$ cat src/rtl/axi_read_only_ctrl_if.sv
// AXI4 read channel (AR/R) plus the single-ported memory request bundle.
// Latency: none, this is only a grouping of wires.
// Backpressure: carried by the ARVALID/ARREADY, RVALID/RREADY and valid_o/grant_i pairs.
interface axi_read_only_ctrl_if #(
  parameter int AXI4_ADDRESS_WIDTH = 32,
  parameter int AXI4_RDATA_WIDTH   = 64,
  parameter int AXI4_ID_WIDTH      = 16,
  parameter int AXI4_USER_WIDTH    = 10,
  parameter int AXI_NUMBYTES       = AXI4_RDATA_WIDTH / 8,
  parameter int MEM_ADDR_WIDTH     = 16
);
  // AR channel
  logic [AXI4_ID_WIDTH-1:0]      ARID_i;
  logic [AXI4_ADDRESS_WIDTH-1:0] ARADDR_i;
  logic [7:0]                    ARLEN_i;
  logic [2:0]                    ARSIZE_i;
  logic [1:0]                    ARBURST_i;
  logic                          ARLOCK_i;
  logic [3:0]                    ARCACHE_i;
  logic [2:0]                    ARPROT_i;
  logic [3:0]                    ARREGION_i;
  logic [AXI4_USER_WIDTH-1:0]    ARUSER_i;
  logic [3:0]                    ARQOS_i;
  logic                          ARVALID_i;
  logic                          ARREADY_o;
  // R channel
  logic [AXI4_ID_WIDTH-1:0]      RID_o;
  logic [AXI4_RDATA_WIDTH-1:0]   RDATA_o;
  logic [1:0]                    RRESP_o;
  logic                          RLAST_o;
  logic [AXI4_USER_WIDTH-1:0]    RUSER_o;
  logic                          RVALID_o;
  logic                          RREADY_i;
  // memory port and arbiter handshake
  logic                          MEM_CEN_o;
  logic                          MEM_WEN_o;
  logic [MEM_ADDR_WIDTH-1:0]     MEM_A_o;
  logic [AXI4_RDATA_WIDTH-1:0]   MEM_D_o;
  logic [AXI_NUMBYTES-1:0]       MEM_BE_o;
  logic [AXI4_RDATA_WIDTH-1:0]   MEM_Q_i;
  logic                          grant_i;
  logic                          valid_o;

  modport slave (
    input  ARID_i, ARADDR_i, ARLEN_i, ARSIZE_i, ARBURST_i, ARLOCK_i, ARCACHE_i,
           ARPROT_i, ARREGION_i, ARUSER_i, ARQOS_i, ARVALID_i, RREADY_i, MEM_Q_i, grant_i,
    output ARREADY_o, RID_o, RDATA_o, RRESP_o, RLAST_o, RUSER_o, RVALID_o,
           MEM_CEN_o, MEM_WEN_o, MEM_A_o, MEM_D_o, MEM_BE_o, valid_o
  );

  modport master (
    output ARID_i, ARADDR_i, ARLEN_i, ARSIZE_i, ARBURST_i, ARLOCK_i, ARCACHE_i,
           ARPROT_i, ARREGION_i, ARUSER_i, ARQOS_i, ARVALID_i, RREADY_i, MEM_Q_i, grant_i,
    input  ARREADY_o, RID_o, RDATA_o, RRESP_o, RLAST_o, RUSER_o, RVALID_o,
           MEM_CEN_o, MEM_WEN_o, MEM_A_o, MEM_D_o, MEM_BE_o, valid_o
  );
endinterface

$ cat src/rtl/axi_read_only_ctrl.sv
// Small synchronous FIFO holding returned read beats; DEPTH must be a power of two.
// Latency: a pushed entry is visible at the head on the cycle after the push.
// Backpressure: none internally; the producer must never push into a full FIFO.
module axi_read_only_ctrl_fifo #(
  parameter int WIDTH = 8,
  parameter int DEPTH = 2
) (
  input  logic                     clk,
  input  logic                     rst,
  input  logic                     push_vld,
  input  logic [WIDTH-1:0]         push_dat,
  input  logic                     pop_rdy,
  output logic [WIDTH-1:0]         head_dat,
  output logic                     empty,
  output logic [$clog2(DEPTH):0]   count
);
  localparam int AW = $clog2(DEPTH);

  logic [WIDTH-1:0] slot_q [DEPTH];
  logic [AW-1:0]    wr_q;
  logic [AW-1:0]    rd_q;
  logic [AW:0]      cnt_q;
  logic             do_pop;

  assign do_pop   = pop_rdy & (cnt_q != '0);
  assign head_dat = slot_q[rd_q];
  assign empty    = (cnt_q == '0);
  assign count    = cnt_q;

  // Storage and pointers; pointers wrap naturally because DEPTH is a power of two.
  always_ff @(posedge clk or posedge rst) begin
    if (rst) begin
      for (int i = 0; i < DEPTH; i++) slot_q[i] <= '0;
      wr_q  <= '0;
      rd_q  <= '0;
      cnt_q <= '0;
    end else begin
      if (push_vld) begin
        slot_q[wr_q] <= push_dat;
        wr_q         <= wr_q + AW'(1);
      end
      if (do_pop) rd_q <= rd_q + AW'(1);
      cnt_q <= cnt_q + (AW+1)'(push_vld) - (AW+1)'(do_pop);
    end
  end
endmodule

// AXI4 read slave turning AR bursts into single-word reads on an arbitrated memory port.
// Latency: AR handshake N -> memory request N+1 -> RVALID N+3; one beat per cycle unstalled.
// Backpressure: issue stops while returned+inflight beats would overflow the 2-entry R buffer.
module axi_read_only_ctrl #(
  parameter int AXI4_ADDRESS_WIDTH = 32,
  parameter int AXI4_RDATA_WIDTH   = 64,
  parameter int AXI4_ID_WIDTH      = 16,
  parameter int AXI4_USER_WIDTH    = 10,
  parameter int AXI_NUMBYTES       = AXI4_RDATA_WIDTH / 8,
  parameter int MEM_ADDR_WIDTH     = 16
) (
  input logic                 clk,
  input logic                 rst,
  axi_read_only_ctrl_if.slave bus
);
  localparam int OFFS = $clog2(AXI_NUMBYTES);

  typedef enum logic [0:0] {IDLE, BURST} state_t;

  state_t state_q, state_d;

  logic                        ar_ready_q;
  logic                        ar_hs;
  logic [AXI4_ID_WIDTH-1:0]    id_q;
  logic [AXI4_USER_WIDTH-1:0]  user_q;
  logic [7:0]                  len_q;
  logic [1:0]                  burst_q;
  logic [MEM_ADDR_WIDTH-1:0]   addr_q;
  logic [8:0]                  issued_q;
  logic                        inflight_q;
  logic                        inflight_last_q;

  logic                        req_vld;
  logic                        mem_acc;
  logic                        r_pop;
  logic [2:0]                  occ;

  logic [AXI4_RDATA_WIDTH:0]   head;
  logic                        fifo_empty;
  logic [1:0]                  fifo_cnt;

  // Sideband AR fields carry no meaning for a full-width single-port read.
  logic unused_ar;
  assign unused_ar = ^{bus.ARSIZE_i, bus.ARLOCK_i, bus.ARCACHE_i, bus.ARPROT_i,
                       bus.ARREGION_i, bus.ARQOS_i, bus.ARADDR_i};

  assign ar_hs   = bus.ARVALID_i & ar_ready_q;
  assign r_pop   = ~fifo_empty & bus.RREADY_i;
  assign mem_acc = req_vld & bus.grant_i;

  // A beat leaving the buffer this cycle frees its slot in time for a new request,
  // which keeps one beat per cycle flowing when RREADY stays high.
  assign occ = 3'(fifo_cnt) + 3'(inflight_q) - 3'(r_pop);

  // Next state and memory request.
  always_comb begin
    state_d = state_q;
    req_vld = 1'b0;
    case (state_q)
      IDLE: begin
        if (ar_hs) state_d = BURST;
      end
      BURST: begin
        req_vld = (issued_q <= {1'b0, len_q}) && (occ < 3'd2);
        if (r_pop && head[AXI4_RDATA_WIDTH]) state_d = IDLE;
      end
      default: state_d = IDLE;
    endcase
  end

  // State register; ARREADY is registered and follows the state being entered.
  always_ff @(posedge clk or posedge rst) begin
    if (rst) begin
      state_q    <= IDLE;
      ar_ready_q <= 1'b0;
    end else begin
      state_q    <= state_d;
      ar_ready_q <= (state_d == IDLE);
    end
  end

  // Burst context capture and issue-side address/beat counting.
  always_ff @(posedge clk or posedge rst) begin
    if (rst) begin
      id_q     <= '0;
      user_q   <= '0;
      len_q    <= '0;
      burst_q  <= '0;
      addr_q   <= '0;
      issued_q <= '0;
    end else if (ar_hs) begin
      id_q     <= bus.ARID_i;
      user_q   <= bus.ARUSER_i;
      len_q    <= bus.ARLEN_i;
      burst_q  <= bus.ARBURST_i;
      addr_q   <= bus.ARADDR_i[OFFS +: MEM_ADDR_WIDTH];
      issued_q <= '0;
    end else if (mem_acc) begin
      issued_q <= issued_q + 9'd1;
      // FIXED stays put; INCR, WRAP and the reserved code all step one word.
      if (burst_q != 2'b00) addr_q <= addr_q + MEM_ADDR_WIDTH'(1);
    end
  end

  // Track the single read in flight so its data is captured one cycle later.
  always_ff @(posedge clk or posedge rst) begin
    if (rst) begin
      inflight_q      <= 1'b0;
      inflight_last_q <= 1'b0;
    end else begin
      inflight_q      <= mem_acc;
      inflight_last_q <= (issued_q == {1'b0, len_q});
    end
  end

  axi_read_only_ctrl_fifo #(
    .WIDTH (AXI4_RDATA_WIDTH + 1),
    .DEPTH (2)
  ) u_rbuf (
    .clk      (clk),
    .rst      (rst),
    .push_vld (inflight_q),
    .push_dat ({inflight_last_q, bus.MEM_Q_i}),
    .pop_rdy  (bus.RREADY_i),
    .head_dat (head),
    .empty    (fifo_empty),
    .count    (fifo_cnt)
  );

  assign bus.ARREADY_o = ar_ready_q;
  assign bus.RVALID_o  = ~fifo_empty;
  assign bus.RDATA_o   = head[AXI4_RDATA_WIDTH-1:0];
  assign bus.RLAST_o   = ~fifo_empty & head[AXI4_RDATA_WIDTH];
  assign bus.RID_o     = id_q;
  assign bus.RUSER_o   = user_q;
  assign bus.RRESP_o   = 2'b00;

  assign bus.valid_o   = req_vld;
  assign bus.MEM_CEN_o = ~req_vld;
  assign bus.MEM_WEN_o = 1'b1;
  assign bus.MEM_A_o   = addr_q;
  assign bus.MEM_D_o   = '0;
  assign bus.MEM_BE_o  = '1;
endmodule

$ cat src/flat_wrapper.sv
// flat-port wrapper written by rule: the top's interface ports become plain ports
module axi_read_only_ctrl_flat 
#(
  parameter int AXI4_ADDRESS_WIDTH = 32,
  parameter int AXI4_RDATA_WIDTH   = 64,
  parameter int AXI4_ID_WIDTH      = 16,
  parameter int AXI4_USER_WIDTH    = 10,
  parameter int AXI_NUMBYTES       = AXI4_RDATA_WIDTH / 8,
  parameter int MEM_ADDR_WIDTH     = 16
)
  (clk, rst, bus_ARID_i, bus_ARADDR_i, bus_ARLEN_i, bus_ARSIZE_i, bus_ARBURST_i, bus_ARLOCK_i, bus_ARCACHE_i, bus_ARPROT_i, bus_ARREGION_i, bus_ARUSER_i, bus_ARQOS_i, bus_ARVALID_i, bus_RREADY_i, bus_MEM_Q_i, bus_grant_i, bus_ARREADY_o, bus_RID_o, bus_RDATA_o, bus_RRESP_o, bus_RLAST_o, bus_RUSER_o, bus_RVALID_o, bus_MEM_CEN_o, bus_MEM_WEN_o, bus_MEM_A_o, bus_MEM_D_o, bus_MEM_BE_o, bus_valid_o);
  axi_read_only_ctrl_if #(.AXI4_ADDRESS_WIDTH(AXI4_ADDRESS_WIDTH), .AXI4_RDATA_WIDTH(AXI4_RDATA_WIDTH), .AXI4_ID_WIDTH(AXI4_ID_WIDTH), .AXI4_USER_WIDTH(AXI4_USER_WIDTH), .AXI_NUMBYTES(AXI_NUMBYTES), .MEM_ADDR_WIDTH(MEM_ADDR_WIDTH)) bus_i ();
  input logic clk;
  input logic rst;
  input wire logic [$bits(bus_i.ARID_i)-1:0] bus_ARID_i;
  input wire logic [$bits(bus_i.ARADDR_i)-1:0] bus_ARADDR_i;
  input wire logic [$bits(bus_i.ARLEN_i)-1:0] bus_ARLEN_i;
  input wire logic [$bits(bus_i.ARSIZE_i)-1:0] bus_ARSIZE_i;
  input wire logic [$bits(bus_i.ARBURST_i)-1:0] bus_ARBURST_i;
  input wire logic [$bits(bus_i.ARLOCK_i)-1:0] bus_ARLOCK_i;
  input wire logic [$bits(bus_i.ARCACHE_i)-1:0] bus_ARCACHE_i;
  input wire logic [$bits(bus_i.ARPROT_i)-1:0] bus_ARPROT_i;
  input wire logic [$bits(bus_i.ARREGION_i)-1:0] bus_ARREGION_i;
  input wire logic [$bits(bus_i.ARUSER_i)-1:0] bus_ARUSER_i;
  input wire logic [$bits(bus_i.ARQOS_i)-1:0] bus_ARQOS_i;
  input wire logic [$bits(bus_i.ARVALID_i)-1:0] bus_ARVALID_i;
  input wire logic [$bits(bus_i.RREADY_i)-1:0] bus_RREADY_i;
  input wire logic [$bits(bus_i.MEM_Q_i)-1:0] bus_MEM_Q_i;
  input wire logic [$bits(bus_i.grant_i)-1:0] bus_grant_i;
  output wire logic [$bits(bus_i.ARREADY_o)-1:0] bus_ARREADY_o;
  output wire logic [$bits(bus_i.RID_o)-1:0] bus_RID_o;
  output wire logic [$bits(bus_i.RDATA_o)-1:0] bus_RDATA_o;
  output wire logic [$bits(bus_i.RRESP_o)-1:0] bus_RRESP_o;
  output wire logic [$bits(bus_i.RLAST_o)-1:0] bus_RLAST_o;
  output wire logic [$bits(bus_i.RUSER_o)-1:0] bus_RUSER_o;
  output wire logic [$bits(bus_i.RVALID_o)-1:0] bus_RVALID_o;
  output wire logic [$bits(bus_i.MEM_CEN_o)-1:0] bus_MEM_CEN_o;
  output wire logic [$bits(bus_i.MEM_WEN_o)-1:0] bus_MEM_WEN_o;
  output wire logic [$bits(bus_i.MEM_A_o)-1:0] bus_MEM_A_o;
  output wire logic [$bits(bus_i.MEM_D_o)-1:0] bus_MEM_D_o;
  output wire logic [$bits(bus_i.MEM_BE_o)-1:0] bus_MEM_BE_o;
  output wire logic [$bits(bus_i.valid_o)-1:0] bus_valid_o;
  assign bus_i.ARID_i = bus_ARID_i;
  assign bus_i.ARADDR_i = bus_ARADDR_i;
  assign bus_i.ARLEN_i = bus_ARLEN_i;
  assign bus_i.ARSIZE_i = bus_ARSIZE_i;
  assign bus_i.ARBURST_i = bus_ARBURST_i;
  assign bus_i.ARLOCK_i = bus_ARLOCK_i;
  assign bus_i.ARCACHE_i = bus_ARCACHE_i;
  assign bus_i.ARPROT_i = bus_ARPROT_i;
  assign bus_i.ARREGION_i = bus_ARREGION_i;
  assign bus_i.ARUSER_i = bus_ARUSER_i;
  assign bus_i.ARQOS_i = bus_ARQOS_i;
  assign bus_i.ARVALID_i = bus_ARVALID_i;
  assign bus_i.RREADY_i = bus_RREADY_i;
  assign bus_i.MEM_Q_i = bus_MEM_Q_i;
  assign bus_i.grant_i = bus_grant_i;
  assign bus_ARREADY_o = bus_i.ARREADY_o;
  assign bus_RID_o = bus_i.RID_o;
  assign bus_RDATA_o = bus_i.RDATA_o;
  assign bus_RRESP_o = bus_i.RRESP_o;
  assign bus_RLAST_o = bus_i.RLAST_o;
  assign bus_RUSER_o = bus_i.RUSER_o;
  assign bus_RVALID_o = bus_i.RVALID_o;
  assign bus_MEM_CEN_o = bus_i.MEM_CEN_o;
  assign bus_MEM_WEN_o = bus_i.MEM_WEN_o;
  assign bus_MEM_A_o = bus_i.MEM_A_o;
  assign bus_MEM_D_o = bus_i.MEM_D_o;
  assign bus_MEM_BE_o = bus_i.MEM_BE_o;
  assign bus_valid_o = bus_i.valid_o;
  axi_read_only_ctrl #(.AXI4_ADDRESS_WIDTH(AXI4_ADDRESS_WIDTH), .AXI4_RDATA_WIDTH(AXI4_RDATA_WIDTH), .AXI4_ID_WIDTH(AXI4_ID_WIDTH), .AXI4_USER_WIDTH(AXI4_USER_WIDTH), .AXI_NUMBYTES(AXI_NUMBYTES), .MEM_ADDR_WIDTH(MEM_ADDR_WIDTH)) u_core (.clk(clk), .rst(rst), .bus(bus_i));
endmodule
$ cat config.mk
export PLATFORM = sky130hd
export DESIGN_NAME = axi_read_only_ctrl_flat
export DESIGN_NICKNAME = d
export VERILOG_FILES = /design/src/rtl/axi_read_only_ctrl_if.sv /design/src/rtl/axi_read_only_ctrl.sv /design/src/flat_wrapper.sv
export SDC_FILE = /design/constraint.sdc
export NUM_CORES = 1
export LEC_CHECK = 0
export BUFFER_PORTS_ARGS = -buffer_cell sky130_fd_sc_hd__buf_2
export CORE_ASPECT_RATIO = 0.5
export CORE_MARGIN = 2
export CORE_UTILIZATION = 39
export DETAILED_ROUTE_END_ITERATION = 12
export GPL_TIMING_DRIVEN = 0
export PLACE_DENSITY = 0.66
export SYNTH_ARGS = -nofsm -noshare
export SYNTH_HDL_FRONTEND = slang
export SYNTH_HIERARCHICAL = 1
export SYNTH_SLANG_ARGS = --single-unit
export TNS_END_PERCENT = 100
$ cat constraint.sdc
create_clock -name clk -period 5 [get_ports clk]
set_input_delay 0 -clock clk [delete_from_list [all_inputs] [get_ports clk]]
set_output_delay 0 -clock clk [all_outputs]
set_load 0.03 [all_outputs]
==> results.py, run 1 <==
metrics = {
    "run_status": {
        "outcome": "finished, final reports clean",
    },
    "cts": {
        "clock_sink_count": 199,
        "cts-buffers-inserted": 17,
        "postCtsHoldBufs": 119,
        "tritoncts_clock_tree": "built",
        "worst_setup_hold_path_clk_slew_ns": 0.07,
        "clk_path_buf_depth": 2,
        "clock_latency_ns": 0.45,
        "cts_resized": 0,
        "post-cts-setup-buffers": 0,
        "cts.htree.levels": 4,
        "cts.root.buffer_cell": "sky130_fd_sc_hd__clkbuf_16",
    },
    "timing": {
        "drv_slew": 0,
        "setup_violations": 0,
        "period_needed_ns": 3.58,
        "clock_skew_ns": 0.0117,
        "tns_ns": 0,
        "worst_slew_pin_slew_ns": 0.835,
        "period_share_pct": 71.5,
        "fin_ws_ns": 1.42,
        "relSlewSlack_pct": 44.4,
        "achievable-frequency_mhz": 280,
        "hold_viol": 0,
        "whs_ns": 0.172,
        "grt_setup_unrepaired": "false",
    },
    "pwr": {
        "p_leak_uw": 0.00642,
        "max-vdd-ir-drop_uv": 297,
        "power_density_nw_per_um2": 628,
        "power.total_uw": 8340,
    },
    "synth": {
        "ys_warn_count": 6,
        "netlist_top_cells_area": "sky130_fd_sc_hd__dfrtp_1 (52%), sky130_fd_sc_hd__mux2_2 (17%), sky130_fd_sc_hd__buf_4 (5.9%)",
        "ys_seq_area_share_pct": 51.6,
        "async_reset_ff_share_pct": 100,
        "netlist_instances": 810,
        "synth.avg_cell_area_um2": 11.9,
        "number_of_enable_type_register_cells_in_the_synthesized_netlist": 0,
        "largest_area_contributor_in_the_synthesized_netlist": "sky130_fd_sc_hd__dfrtp_1",
        "synthFlopType": "sky130_fd_sc_hd__dfrtp_1",
        "post_synth_instance_area_um2": 9650,
        "synth.top_cell.area_share_pct": 51.6,
        "synth_most_common_cell": "sky130_fd_sc_hd__dfrtp_1",
        "yosys_register_bits": 199,
        "distinct_cell_type_count_of_the_synthesized_netlist": 46,
        "synth_top_cells_by_count": "sky130_fd_sc_hd__dfrtp_1 (199), sky130_fd_sc_hd__mux2_2 (145), sky130_fd_sc_hd__nand2_1 (110), sky130_fd_sc_hd__buf_4 (76), sky130_fd_sc_hd__mux2_1 (50)",
    },
    "drt": {
        "drt-vias-per-instance": 4.65,
        "dr_total_vias": 7455,
        "wl_per_cell_um": 15.2,
        "drt_iter0_markers": 354,
        "drt_pre_antenna_iters": 5,
        "ant_nets": 0,
        "totalWireLength_um": 24300,
        "detail_route.drc_violations": 0,
    },
    "finish": {
        "drive_gt1_share_pct": 40.5,
        "num_antenna_cells": 0,
        "layout-area-overhead-vs-synth_pct": 37.7,
        "layout.nets": 1423,
        "fill_cells": 2074,
        "layout.cell_area.non_filler_um2": 13300,
        "area_used_by_multi_input_combinational_logic_um2": 4060,
        "layout.area.seq_um2": 4980,
    },
    "worst_setup_path": {
        "cp.required_ns": 5.36,
        "cp_slowest_cell": "sky130_fd_sc_hd__nor4b_4",
        "critical_path.startpoint": "u_core/u_rbuf/count[1]",
        "data_arrival_time_of_the_worst_path_ns": 3.94,
        "startpoint_of_the_worst_slack_reg_to_reg_timing_path": "u_core/u_rbuf/count[1]",
        "worstReg2RegEnd": "u_core/bus.MEM_A_o[12]",
        "critical_path.max_fanout": 10,
        "crit_type": "register to register",
        "timing.critical_path.slowest_cell_delay_ns": 0.62,
        "critical_path.startpoint_type": "register",
        "setup.reg_to_reg.worst_slack_ns": 1.42,
        "critical_path.endpoint_type": "register",
        "worst_reg_to_reg_cells": 11,
        "critPathCapture": "u_core/bus.MEM_A_o[12]",
        "path_cells": "nor2_1, nor2b_1, ha_1, nand2b_1, fa_1, xor2_1, nor4b_4, nand4_4, buf_6, or4_1, a31oi_1",
    },
    "floorplan": {
        "floorplan.rows": 40,
        "die_area_um2": 26100,
        "io_pins": 342,
        "dieWidth_um": 226,
        "start_util_pct": 40.0,
        "placeableCoreArea_um2": 24100,
        "die_height_um": 115,
    },
    "flow_run": {
        "max-cap-violations": 0,
    },
    "global_route": {
        "grt_usage_pct": 19.1,
        "vias_in_the_first_global_route": 7926,
        "antenna_found_initial": 0,
        "grt-ovfl-total": 0,
        "grt_max_degree": 79,
        "grt_pass1_wl_um": 39000,
    },
    "placed_design": {
        "hpwl_dp_um": 16800,
        "port_buffer_count": 231,
        "detailedPlace.worstSlack_ns": 1.45,
        "routabilityCongestion": 0.866,
        "placed_area_um2": 11500,
    },
    "hold_path": {
        "min_delay_path_class": "primary input to async pin",
    },
}
[kinds of logic (layout without fill, tap and decap cells)]
family / after synthesis / in the layout / synth area share (%)
AO/OA/AOI/OAI: 66 / 66 / 4.42
XOR/XNOR: 5 / 5 / 0.454
adder cells (fa/ha/maj): 14 / 14 / 1.89
buffers and inverters: 133 / 516 / 9.13
flip-flops: 199 / 199 / 51.6
multiplexers: 196 / 196 / 22.9
other: 2 / 75 / 0.0778
AND/OR/NAND/NOR: 195 / 195 / 9.56
[per-layer routing]
metal	track usage (%)	vias up	share of wire, %
met5	0	-	0
met4	7.72	0	2.2
met3	4.27	30	5.0
met2	34.5	204	52
met1	22.3	3675	41
li1	-	3546	-
[worst max-delay path, delay by kind of cell, from the launching register on]
family          cells  cell delay, ns
simple gates        6            1.77
compound gates      1            0.18
xor+xnor            1            0.22
buf+inv             1            0.21
fa+ha+maj           2            0.65
flops               1            0.46
[cell usage in the layout, fill, tap and decap left out, drive strengths merged, types with 15 or more instances in the layout]
cell,instances
mux2,195
conb,75
clkbuf,35
nand2,110
dlygate4sd3,119
nand3,15
o21ai,15
inv,23
dfrtp,199
a31oi,16
nor2,25
buf,330
[how the worst min path moves through the flow]
stage / slack, ns / endpoint / start
floorplan: 0.11 / u_core/burst_q[0] / bus_ARBURST_i[0]
global placement: 0.19 / u_core/bus.RUSER_o[4] / bus_ARUSER_i[4]
detailed placement: 0.11 / u_core/u_rbuf/slot_q[109] / rst
CTS: 0.17 / u_core/issued_q[4] / bus_ARVALID_i
global route: 0.23 / u_core/u_rbuf/slot_q[109] / rst
finish: 0.17 / u_core/u_rbuf/slot_q[109] / rst
[registers in the layout (all words and copies together) (netlist names), 2 cells and up]
signal	cells
u_core/burst_q	2
u_core/bus.RUSER_o	10
u_core/u_rbuf/count	2
u_core/u_rbuf/slot_q	130
u_core/bus.MEM_A_o	16
u_core/issued_q	9
u_core/len_q	8
u_core/bus.RID_o	16
[per-stage QoR]
step                      utilization [%]  instances
after floorplan                         -        883
after global placement               47.7       1450
after detailed placement             47.8       1451
after CTS                            55.1       1602
after global routing                 55.1       1602
final                                55.1       1602
[power by group]
group | internal [uW] | total (uW) | switching (uW)
Sequential | 2380 | 2820 | 438
Clock | 706 | 1340 | 633
Combinational | 1630 | 4180 | 2550
Total | 4720 | 8340 | 3620
[final cells by class]
type	count	area share [%]
Timing Repair Buffer	351	17.9
Multi-Input combinational cell	551	30.6
Tap cell	336	3.16
Clock buffer	19	3.33
Buffer	114	6.09
Clock inverter	13	0.913
Inverter	19	0.593
Sequential cell	199	37.5
(Power assumes the default switching activity.)
==> inputs of run 2 (changes only) <==
==> constraint.sdc (replaced) <==
create_clock -name clk -period 3.55 [get_ports clk]
set_input_delay 0 -clock clk [delete_from_list [all_inputs] [get_ports clk]]
set_output_delay 0 -clock clk [all_outputs]
set_load 0.03 [all_outputs]
==> results.py, run 2 (synthesized netlist as in run 1, its figures left out) <==
metrics = {
    "worst_setup_path": {
        "data_arrival_time_of_the_worst_path_ns": 3.71,
        "critical_path.endpoint_type": "register",
        "worst_path_dominant_cell_family": "simple AND/OR/NAND/NOR gates",
        "critical_path.max_fanout": 10,
        "cp_slowest_cell": "sky130_fd_sc_hd__dfrtp_1",
        "timing.critical_path.slowest_cell_delay_ns": 0.49,
        "critical_path.startpoint": "u_core/u_rbuf/count[1]",
        "startpoint_of_the_worst_slack_reg_to_reg_timing_path": "u_core/u_rbuf/count[1]",
        "path_cells": "nor2_2, nor2b_1, ha_1, nand2b_1, fa_1, nand2_1, nor4b_4, nand4_4, buf_6, or4_1, a31oi_1",
        "crit_type": "register to register",
        "critical_path.startpoint_type": "register",
        "cp.required_ns": 3.92,
        "worst-path-buf-inv": 1,
    },
    "finish": {
        "num_antenna_cells": 0,
        "layout.nets": 1426,
        "commonest_cells_after_routing_fill_and_taps_aside": "sky130_fd_sc_hd__buf_2 (242), sky130_fd_sc_hd__dfrtp_1 (199), sky130_fd_sc_hd__mux2_2 (145)",
        "layout-area-overhead-vs-synth_pct": 38.4,
        "layout.cells.most_common": "sky130_fd_sc_hd__buf_2",
        "drive_gt1_share_pct": 40.7,
        "largest_register_ffs": 130,
        "fin_util_pct": 55.4,
        "layout.cell_area.non_filler_um2": 13400,
        "max_flop_register": "u_core/u_rbuf/slot_q",
    },
    "pwr": {
        "sequentialPowerShare_pct": 33.6,
        "max-vdd-ir-drop_uv": 453,
        "p_leak_uw": 0.00645,
        "power.clock.fraction_pct": 16.5,
        "switching_share_pct": 43.2,
        "internal_power_uw": 6720,
        "combPwrFrac_pct": 49.8,
        "netSwitchingPower_uw": 5110,
        "power_density_nw_per_um2": 886,
    },
    "global_route": {
        "grt_pass1_wl_um": 38500,
        "global_route.usage.met1_pct": 22.7,
        "grt_max_degree": 66,
        "vias_in_the_first_global_route": 7749,
        "use_met3_pct": 4.17,
        "use_met2_pct": 33.3,
        "grt-ovfl-total": 0,
        "grt_usage_pct": 18.8,
        "antenna_found_initial": 0,
        "top_usage_layer": "met2",
    },
    "cts": {
        "cts.htree.levels": 4,
        "cts.root.buffer_cell": "sky130_fd_sc_hd__clkbuf_16",
        "clk_path_buf_depth": 2,
        "clock_sink_count": 199,
        "tritoncts_clock_tree": "built",
        "clock_latency_ns": 0.45,
        "cts-buffers-inserted": 17,
        "worst_setup_hold_path_clk_slew_ns": 0.07,
    },
    "drt": {
        "dr_total_vias": 7445,
        "drt_iter0_markers": 281,
        "ant_nets": 0,
        "totalWireLength_um": 24300,
        "detail_route.drc_violations": 0,
        "wl_per_cell_um": 15.1,
        "drt_pre_antenna_iters": 4,
        "drt-vias-per-instance": 4.64,
    },
    "timing": {
        "period_needed_ns": 3.34,
        "worst_slew_pin_slew_ns": 0.830,
        "setup_violations": 0,
        "achievable-frequency_mhz": 299,
        "clock_skew_ns": 0.00810,
        "period_share_pct": 94.1,
        "drv_slew": 0,
        "relSlewSlack_pct": 44.7,
        "whs_ns": 0.134,
        "hold_viol": 0,
        "tns_ns": 0,
    },
    "floorplan": {
        "dieWidth_um": 226,
        "floorplan.rows": 40,
        "start_util_pct": 40.0,
        "die_height_um": 115,
        "die_area_um2": 26100,
        "io_pins": 342,
        "placeableCoreArea_um2": 24100,
    },
    "hold_path": {
        "min_delay_path_class": "primary input to async pin",
    },
    "placed_design": {
        "hpwl_dp_um": 17100,
        "placed_area_um2": 11600,
        "port_buffer_count": 231,
        "routabilityCongestion": 0.897,
    },
    "run_status": {
        "outcome": "finished, final reports clean",
    },
    "flow_run": {
        "max-cap-violations": 0,
    },
}
run 2: per-stage QoR:
step           total power (uW)  worst slack [ns]  instances
6_report                  11800             0.211       1605
5_1_grt                   12600          -0.00810       1605
4_1_cts                   11900             0.181       1605
3_5_place_dp               9810           -0.0431       1453
3_3_place_gp               9610            0.0438       1450
2_1_floorplan              8220             0.411        883
run 2: layout make-up:
cell class / instances / area, um^2
Fill cell: 2096 / 10800
Sequential cell: 199 / 4980
Multi-Input combinational cell: 551 / 4070
Timing Repair Buffer: 354 / 2410
Buffer: 114 / 810
Clock buffer: 19 / 443
Tap cell: 336 / 420
Clock inverter: 13 / 146
Inverter: 19 / 77.6
run 2: worst paths after layout:
kind | endpoint | slack [ns] | cells past startpoint
worst min register to register | u_core/bus.RID_o[15] | 0.47 | 2
worst max register to register | u_core/bus.MEM_A_o[12] | 0.21 | 11
worst min-delay path | u_core/u_rbuf/slot_q[51] | 0.13 | 3
worst max-delay path | u_core/bus.MEM_A_o[12] | 0.21 | 11
min in group clk | u_core/issued_q[4] | 0.15 | 4
max in group asynchronous | u_core/u_rbuf/slot_q[91] | 2.62 | 5
run 2: what timing repair did:
action,CTS,global route
setup endpoints to repair,2,1
buffers inserted,1,0
endpoints found under the hold margin,341,0
pin swaps,1,1
hold buffers,119,0
resized for setup,0,1
run 2: power groups by stage:
stage | Combinational [uW] | Sequential (uW) | Clock (uW)
floorplan | 3930 | 4290 | 0
global placement | 5680 | 3930 | 0
detailed placement | 5800 | 4010 | 0
CTS | 5940 | 3980 | 2020
global route | 6330 | 4120 | 2110
finish | 5900 | 3980 | 1960
run 2: tightest hold or removal path: stages:
cell and delay, ns:
sky130_fd_sc_hd__dlygate4sd3_1 0.53, sky130_fd_sc_hd__buf_2 0.15, sky130_fd_sc_hd__clkinvlp_4 0.31
run 2: metal layers:
| metal | part of all wire, % | wire length (um) | up-vias |
|---|---|---|---|
| met5 | 0 | 0 | - |
| met1 | 42 | 10200 | 3661 |
| met4 | 2.1 | 507 | 0 |
| li1 | - | - | 3549 |
| met3 | 4.8 | 1170 | 31 |
| met2 | 51 | 12500 | 204 |
